$ cat src/rtl/arbitro_vc_d_pkg.sv
// Shared definitions for the VC-to-destination scheduler: one-hot FSM
// encodings and default word geometry.
package arbitro_vc_d_pkg;

   typedef enum logic [2:0] {
      IDLE  = 3'b001,
      RUN   = 3'b010,
      DRAIN = 3'b100
   } state_t;

   localparam int BW_DEF       = 6;
   localparam int DEST_BIT_DEF = 4;
   localparam int MAX_CONS_DEF = 3;

endpackage

$ cat src/rtl/arbitro_vc_d.sv
// Scheduler between virtual-channel FIFOs VC0/VC1 and destination FIFOs D0/D1.
// VC0 has priority, but VC1 is guaranteed a grant after MAX_CONS consecutive
// VC0 grants. Popped words travel a two-stage pipeline and are routed to D0
// or D1 by their destination bit.
module arbitro_vc_d
   import arbitro_vc_d_pkg::*;
#(
   parameter int BW       = BW_DEF,
   parameter int DEST_BIT = DEST_BIT_DEF,
   parameter int MAX_CONS = MAX_CONS_DEF
) (
   input  logic          clk,
   input  logic          reset,
   input  logic          active_in,
   input  logic          vc0_empty,
   input  logic          vc1_empty,
   input  logic          vc0_almost_full,
   input  logic          vc1_almost_full,
   input  logic [BW-1:0] vc0_data,
   input  logic [BW-1:0] vc1_data,
   input  logic          d0_almost_full,
   input  logic          d1_almost_full,
   output logic          vc0_pop,
   output logic          vc1_pop,
   output logic          d0_push,
   output logic          d1_push,
   output logic [BW-1:0] d_data,
   output logic          mf_pause,
   output logic          idle_out
);

   localparam logic [2:0] MAXC = 3'(MAX_CONS);

   state_t        state, state_nx;
   logic          ok, grant0, grant1;
   logic [2:0]    cons_cnt, cons_cnt_nx;
   logic          vld_p1, src_p1;
   logic [BW-1:0] word_p1;

   // Grant selection: VC0 first unless it has hogged MAX_CONS grants while VC1 waits
   always_comb begin
      ok     = active_in & ~d0_almost_full & ~d1_almost_full & (state == RUN);
      grant0 = ok & ~vc0_empty & (vc1_empty | (cons_cnt < MAXC));
      grant1 = ok & ~grant0 & ~vc1_empty;
   end

   assign vc0_pop = reset & grant0;
   assign vc1_pop = reset & grant1;

   // Consecutive-VC0 counter; held when there is nothing to arbitrate
   always_comb begin
      cons_cnt_nx = cons_cnt;
      if (vc0_empty & vc1_empty)
         cons_cnt_nx = cons_cnt;
      else if (vc1_empty | grant1)
         cons_cnt_nx = 3'd0;
      else if (grant0 & (cons_cnt < MAXC))
         cons_cnt_nx = cons_cnt + 3'd1;
   end

   // Counter register
   always_ff @(posedge clk) begin
      if (!reset)
         cons_cnt <= 3'd0;
      else
         cons_cnt <= cons_cnt_nx;
   end

   // Stage 1: remember that a pop happened and which VC supplies the word
   always_ff @(posedge clk) begin
      if (!reset) begin
         vld_p1 <= 1'b0;
         src_p1 <= 1'b0;
      end else begin
         vld_p1 <= grant0 | grant1;
         src_p1 <= grant1;
      end
   end

   assign word_p1 = src_p1 ? vc1_data : vc0_data;

   // Stage 2: capture the read word and raise a one-cycle push toward its destination
   always_ff @(posedge clk) begin
      if (!reset) begin
         d0_push <= 1'b0;
         d1_push <= 1'b0;
         d_data  <= '0;
      end else begin
         d0_push <= vld_p1 & ~word_p1[DEST_BIT];
         d1_push <= vld_p1 &  word_p1[DEST_BIT];
         if (vld_p1)
            d_data <= word_p1;
      end
   end

   // Status flags toward the main FIFO and control FSM
   always_ff @(posedge clk) begin
      if (!reset) begin
         mf_pause <= 1'b0;
         idle_out <= 1'b0;
      end else begin
         mf_pause <= vc0_almost_full | vc1_almost_full;
         idle_out <= (state == IDLE);
      end
   end

   // FSM state register
   always_ff @(posedge clk) begin
      if (!reset)
         state <= IDLE;
      else
         state <= state_nx;
   end

   // FSM next state: DRAIN lets in-flight words finish before going idle
   always_comb begin
      state_nx = state;
      case (state)
         IDLE:    if (active_in) state_nx = RUN;
         RUN:     if (!active_in) state_nx = DRAIN;
         DRAIN: begin
            if (active_in)
               state_nx = RUN;
            else if (!vld_p1 && !d0_push && !d1_push)
               state_nx = IDLE;
         end
         default: state_nx = IDLE;
      endcase
   end

endmodule

$ cat config.mk
export PLATFORM = sky130hd
export DESIGN_NAME = arbitro_vc_d
export DESIGN_NICKNAME = d
export VERILOG_FILES = /design/src/rtl/arbitro_vc_d_pkg.sv /design/src/rtl/arbitro_vc_d.sv
export SDC_FILE = /design/constraint.sdc
export NUM_CORES = 1
export LEC_CHECK = 0
export CORE_MARGIN = 5
export CORE_UTILIZATION = 42
export CTS_CLUSTER_SIZE = 30
export DETAILED_ROUTE_END_ITERATION = 10
export PLACE_DENSITY = 0.86
export SYNTH_ARGS = -nofsm -noshare
export SYNTH_HDL_FRONTEND = slang
export SYNTH_SLANG_ARGS = --single-unit
$ cat constraint.sdc
create_clock -name clk -period 1.6 [get_ports clk]
set_clock_uncertainty 0.1 [all_clocks]
set_input_delay 0.16 -clock clk [delete_from_list [all_inputs] [get_ports clk]]
set_output_delay 0.16 -clock clk [all_outputs]
set_load 0.02 [all_outputs]
==> results of run 1 <==
[state kept, by name (all words and copies together) (netlist names)]
name      cells
vld_p1        1
cons_cnt      3
d1_push       1
d_data        6
src_p1        1
mf_pause      1
state         3
idle_out      1
d0_push       1
[area by class of cell]
class / count / area share [%]
Multi-Input combinational cell: 62 / 34.8
Timing Repair Buffer: 48 / 33.1
Clock buffer: 3 / 1.73
Sequential cell: 18 / 27.7
Tap cell: 27 / 2.59
[synth_stat cells, drive strengths merged (2+ instances only)]
| library cell | count |
|---|---|
| o211a | 5 |
| nand3 | 2 |
| dfxtp | 18 |
| mux2i | 5 |
| o21bai | 2 |
| nor3b | 3 |
| nor2 | 3 |
| nor3 | 4 |
| clkbuf | 3 |
| a21oi | 2 |
| buf | 2 |
| o21ai | 4 |
| nand2 | 11 |
| nand2b | 3 |
[metrics by stage]
step / area [um2] / TNS [ps] / total power, uW / util [%] / cells
finish: 1300 / -153 / 816 / 67.8 / 158
global route: 1300 / -364 / 861 / 67.8 / 158
CTS: 1300 / -190 / 821 / 67.8 / 158
detailed placement: 1280 / -1760 / 607 / 66.7 / 154
global placement: 1280 / -1500 / 603 / 66.7 / 154
floorplan: 842 / 0 / 522 / - / 85
[per-layer routing]
metal | share of wire (%) | routed length [um] | up-vias
met4 | 2.0 | 42 | 0
met5 | 0 | 0 | -
met3 | 9.1 | 188 | 4
met1 | 40 | 837 | 388
met2 | 49 | 1010 | 34
li1 | - | - | 409
[cell usage in the layout (no fill, tap or decap), types with 2 or more instances in the layout]
cell	count
o21ai_0	4
clkbuf_4	3
o211a_1	5
a21oi_1	2
nor2_1	3
nor3b_1	2
mux2i_1	5
dlygate4sd2_1	3
nand2_1	11
nand3_1	2
nor3_1	4
clkdlybuf4s50_1	27
buf_4	18
dfxtp_1	17
o21bai_1	2
nand2b_1	3
[critical path, stage by stage, from the launching register on]
cell and delay [ps]:
dfxtp_2 340, nor4b_4 250, nand4b_1 210, nor3b_2 190
buf_4 160
[final timing paths]
path | startpoint | endpoint | slack (ps) | cells after the start
worst min-delay path | active_in | state[1]$_SDFFE_PN0P_ | 320 | 3
worst max register to register | state[0]$_SDFFE_PN1P_ | cons_cnt[1]$_SDFFE_PN0P_ | 50 | 4
worst min register to register | d_data[4]$_SDFFE_PN0P_ | d_data[4]$_SDFFE_PN0P_ | 370 | 2
worst max-delay path | state[0]$_SDFFE_PN1P_ | vc1_pop | -110 | 4
[repair_timing]
item / CTS / global route
gates resized for setup: 14 / 0
hold buffers: 0 / 0
endpoints found under the setup margin: 2 / 2
pin swaps: 3 / 3
buffers inserted: 1 / 0
[cell families (layout without fill, tap and decap cells)]
logic type      Yosys count  count (layout)
mux                       6               6
flops                    18              18
simple gates             34              34
compound gates           21              21
buf+inv                   5              51
fa+ha+maj                 1               1
[power groups by stage]
stage / clock network [uW] / logic [uW] / registers (uW)
floorplan: 0 / 45.0 / 477
global placement: 0 / 132 / 470
global route: 254 / 145 / 462
detailed placement: 0 / 137 / 471
CTS: 226 / 135 / 461
finish: 222 / 134 / 461
==> run_results.csv, run 1 <==
group,metric,value,unit
timing,finalCritPeriodShare,107,%
worst_setup_path,required,1340,ps
layout,drive_gt1_share,21.4,%
logic_synthesis,ys_ff_latch,18,
global_route,grt_max_degree,17,
global_route,grt_usage,15.9,%
route,drc,0,
logic_synthesis,ys_types,33,
logic_synthesis,synth-edff-count,0,
route,final_antenna_net_count,0,
power_and_ir_drop,ir_drop,0.467,mV
layout,area_growth,55.8,%
timing,rsz0062_at_grt,"true",
clocking,htree_levels,1,
power_and_ir_drop,p_seq_share,56.4,%
clocking,clockRootBuffer,"clkbuf_4",
logic_synthesis,yosys.area.top_type,"dfxtp_1",
logic_synthesis,yosys_warnings,0,
place,io_buffers,32,
logic_synthesis,synthSimpleGateAreaFrac,25.0,%
layout,seq_area,362,um2
global_route,gr-usage-met2,27.8,%
layout,nFillCells,169,
floorplan,row_count,16,
place,dpl_worst_slack,-635,ps
status,status,"finished, violations left",
power_and_ir_drop,p_int,626,uW
route,wl_per_cell,13.1,um
global_route,grt_pass1_wl,3370,um
global_route,grt_most_used_layer,"met2",
logic_synthesis,synth_top_area_share,43.0,%
global_route,antenna_found_initial,0,
logic_synthesis,syn_area,837,um2
power_and_ir_drop,p_comb_share,16.4,%
flow_run,maxCapViolations,0,
global_route,use_met1,16.8,%
floorplan,core-area,1920,um2
logic_synthesis,seq_area_frac_synth,43.0,%
logic_synthesis,synth-compound-area-share,19.9,%
layout,num_antenna_cells,0,
clocking,cts_buffers,3,
logic_synthesis,synth_area_leaders,"dfxtp_1 (43%), mux2i_1 (6.0%), o211a_1 (6.0%)",
clocking,cts_sinks,18,
clocking,cts_tree,"yes",
logic_synthesis,synthXorXnorAreaFrac,0,%
worst_setup_path,start_kind,"register",
route,drtPass1Iterations,4,
timing,period_minus_slack,1710,ps
timing,worst_slew_pin_slew,438,ps
worst_setup_path,worstSetupPathType,"reg -> out",
global_route,grt_pass1_vias,820,
status,violations,"setup timing",
worst_setup_path,arrival,1450,ps
timing,hold_ws,318,ps
floorplan,ios,33,
global_route,use_met3,5.72,%
logic_synthesis,syn_inst,85,
place,dp_hpwl,1640,um
clocking,worstSkewPairLatency,290,ps
hold_path,hold_class,"in -> reg",
layout,multi_input_area,454,um2
floorplan,initial_core_util,43.6,%
timing,relSlewSlack,70.8,%
timing,max_freq,586,MHz
worst_setup_path,worstSetupEndpointType,"output pin",
logic_synthesis,synth.area.mux_share,7.32,%
route,vias,835,
power_and_ir_drop,p_switching,190,uW
logic_synthesis,async_reset_ff_share,0,%
route,drt_wl_total,2070,um
floorplan,die_area,2990,um2
clocking,clk_path_buf_depth,2,
layout,nets,155,
route,post_drt_via_cell_ratio,5.28,
place,gp_congestion,0.779,
logic_synthesis,synthAdderAreaFrac,1.49,%
timing,report.final.hold_viol_count,0,
clocking,clk_pin_slew,90,ps
logic_synthesis,synth_nets,107,
timing,finalSetupViolations,2,
floorplan,dieWidth,54.6,um
power_and_ir_drop,p_leak,0.000530,uW
power_and_ir_drop,pwr-share-clk,27.2,%
power_and_ir_drop,switching_share,23.2,%
timing,finalWorstSetupSlack,-106,ps
worst_setup_path,path_max_fanout,3,
logic_synthesis,synthFlopType,"dfxtp_1",
route,drtIter0Drc,6,
power_and_ir_drop,powerDensity,626,nW/um2
logic_synthesis,synth_top_family_by_area,"simple AND/OR/NAND/NOR gates",
floorplan,die_y,54.6,um
timing,slew_viol_final,0,
logic_synthesis,avgSynthCellArea,9.85,um2
global_route,grt_overflow,0,
Note: power is estimated with default switching activity, not from simulation.
==> run 2, diff against run 1 <==
--- a/config.mk
+++ b/config.mk
@@ -7,7 +7,7 @@
 export LEC_CHECK = 0
 export CORE_MARGIN = 5
 export CORE_UTILIZATION = 42
-export CTS_CLUSTER_SIZE = 30
+export CTS_CLUSTER_SIZE = 10
 export DETAILED_ROUTE_END_ITERATION = 10
 export PLACE_DENSITY = 0.86
 export SYNTH_ARGS = -nofsm -noshare
==> results of run 2 <==
Final layout, timing and power as in run 1 (identical DEF).
==> run 3, diff against run 2 <==
--- a/config.mk
+++ b/config.mk
@@ -6,10 +6,10 @@
 export NUM_CORES = 1
 export LEC_CHECK = 0
 export CORE_MARGIN = 5
-export CORE_UTILIZATION = 42
+export CORE_UTILIZATION = 45
 export CTS_CLUSTER_SIZE = 10
 export DETAILED_ROUTE_END_ITERATION = 10
-export PLACE_DENSITY = 0.86
+export PLACE_DENSITY = 0.9
 export SYNTH_ARGS = -nofsm -noshare
 export SYNTH_HDL_FRONTEND = slang
 export SYNTH_SLANG_ARGS = --single-unit
==> constraint.sdc (replaced) <==
create_clock -name clk -period 2.15 [get_ports clk]
set_clock_uncertainty 0.1 [all_clocks]
set_input_delay 0.215 -clock clk [delete_from_list [all_inputs] [get_ports clk]]
set_output_delay 0.215 -clock clk [all_outputs]
set_load 0.02 [all_outputs]
==> run 3 against run 2 <==
Net effect: the run now ends clean; global-route usage is 0.28 points lower; sequential share of layout area is 1.1 points higher; utilization is 3.8 points higher; first-iteration DRC count is 17% higher; setup slack better by 270 ps; combinational power is 28% lower; die area is 5.5% lower; critical endpoint is now vc0_pop; highest routed layer unchanged.
==> run_results.csv, run 3 (synthesized netlist as in run 1, its figures left out) <==
group,metric,value,unit
status,status,"finished clean",
global_route,grt_overflow,0,
clocking,cts_tree,"yes",
layout,top_register,"d_data",
layout,most-common-layout-cells,"clkdlybuf4s50_1 (30), dfxtp_1 (18), nand2_1 (11)",
floorplan,initial_core_util,48.0,%
power_and_ir_drop,ir_drop,0.407,mV
route,drtIter0Drc,7,
power_and_ir_drop,p_leak,0.000493,uW
global_route,grt_pass1_vias,837,
flow_run,maxCapViolations,0,
timing,finalCritPeriodShare,92.3,%
place,dp_hpwl,1540,um
floorplan,die_y,53.1,um
clocking,ctsHoldBuffers,0,
worst_setup_path,worstSetupEndpointType,"output pin",
route,drc,0,
hold_path,hold_class,"reg -> reg",
global_route,antenna_found_initial,0,
worst_setup_path,crit_chain,"clkdlybuf4s50_1, nor4b_4, nand4b_1, nor2_1, dlygate4sd2_1",
global_route,grt_usage,15.7,%
timing,period_minus_slack,1980,ps
power_and_ir_drop,powerDensity,515,nW/um2
layout,instances_no_fill,149,
layout,postLayoutCoreUtil,71.7,%
clocking,htree_levels,1,
route,final_antenna_net_count,0,
power_and_ir_drop,finalPower,645,uW
worst_setup_path,arrival,1670,ps
timing,max_freq,504,MHz
layout,drive_gt1_share,14.5,%
floorplan,core-area,1750,um2
clocking,cts_buffers,3,
clocking,clk_path_buf_depth,2,
layout,largestRegisters,"d_data x6, cons_cnt x3, state x3",
clocking,cts_sinks,18,
layout,seq_area,360,um2
floorplan,dieWidth,53.1,um
route,wl_per_cell,13.3,um
worst_setup_path,cpPeakStageDelay,470,ps
timing,slew_viol_final,0,
route,drt_wl_total,1980,um
layout,num_antenna_cells,0,
worst_setup_path,worstSetupPathType,"in -> out",
place,gp_congestion,0.810,
timing,report.final.hold_viol_count,0,
clocking,clk_pin_slew,100,ps
layout,nFillCells,132,
worst_setup_path,path_max_fanout,3,
route,post_drt_via_cell_ratio,5.37,
timing,finalSetupViolations,0,
clocking,cts_setup_buffers,0,
place,io_buffers,32,
clocking,clockRootBuffer,"clkbuf_4",
floorplan,ios,33,
layout,area_growth,49.5,%
floorplan,die_area,2820,um2
global_route,grt_max_degree,17,
place,placed_cells,145,
global_route,grt_pass1_wl,3280,um
worst_setup_path,cpMaxStageDelayCell,"clkdlybuf4s50_1",
route,vias,800,
timing,relSlewSlack,67.1,%
clocking,worstSkewPairLatency,290,ps
worst_setup_path,start_kind,"primary input",
place,dpl_cell_area,1220,um2
timing,rsz0062_at_grt,"false",
route,drtPass1Iterations,4,
layout,multi_input_area,449,um2
layout,final_common_cell,"clkdlybuf4s50_1",
layout,nets,147,
timing,worst_slew_pin_slew,493,ps
layout,fin_area,1250,um2
floorplan,row_count,15,
worst_setup_path,required,1840,ps
layout,largest_reg_flops,6,
[run 3: power breakdown]
group | leakage, uW | switching (uW) | internal, uW
clock network | 0.0000210 | 101 | 103
registers | 0.000146 | 4.72 | 339
logic | 0.000326 | 36.0 | 60.2
[run 3: metal layers]
metal,global-route usage (%),vias up,wire length (um)
met1,17.0,361,825
li1,-,393,-
met2,26.2,40,896
met3,4.51,6,207
met5,0,-,0
met4,10.2,0,47
[run 3: cell type report]
class | count | share of cell area [%]
sequential | 18 | 28.8
multi-input combinational | 62 | 35.9
tap | 25 | 2.50
clock buffer | 4 | 2.90
timing repair buffer | 40 | 29.9
[run 3: critical path: cells and delay by family]
kind / cells / cell delay (ps)
and+or+nand+nor: 3 / 650
buffers and inverters: 2 / 810
[run 3: worst paths after layout]
check | from | to | slack (ps) | cells after the start
setup / recovery | d0_almost_full | vc0_pop | 170 | 5
hold / removal | d_data[4]$_SDFFE_PN0P_ | d_data[4]$_SDFFE_PN0P_ | 360 | 2
setup reg to reg | state[0]$_SDFFE_PN1P_ | cons_cnt[1]$_SDFFE_PN0P_ | 600 | 4
hold reg to reg | d_data[4]$_SDFFE_PN0P_ | d_data[4]$_SDFFE_PN0P_ | 360 | 2
[run 3: through the flow]
step	setup slack [ps]	TNS, ps	hold WS, ps
2_1_floorplan	331	0	191
3_3_place_gp	-167	-224	340
3_5_place_dp	-234	-350	351
4_1_cts	42.8	0	366
5_1_grt	56.8	0	405
6_report	166	0	364
[run 3: repair_timing]
item                                    CTS  global route
endpoints found under the setup margin    2             1
gates cloned                              0             0
gates resized for setup                   2             3
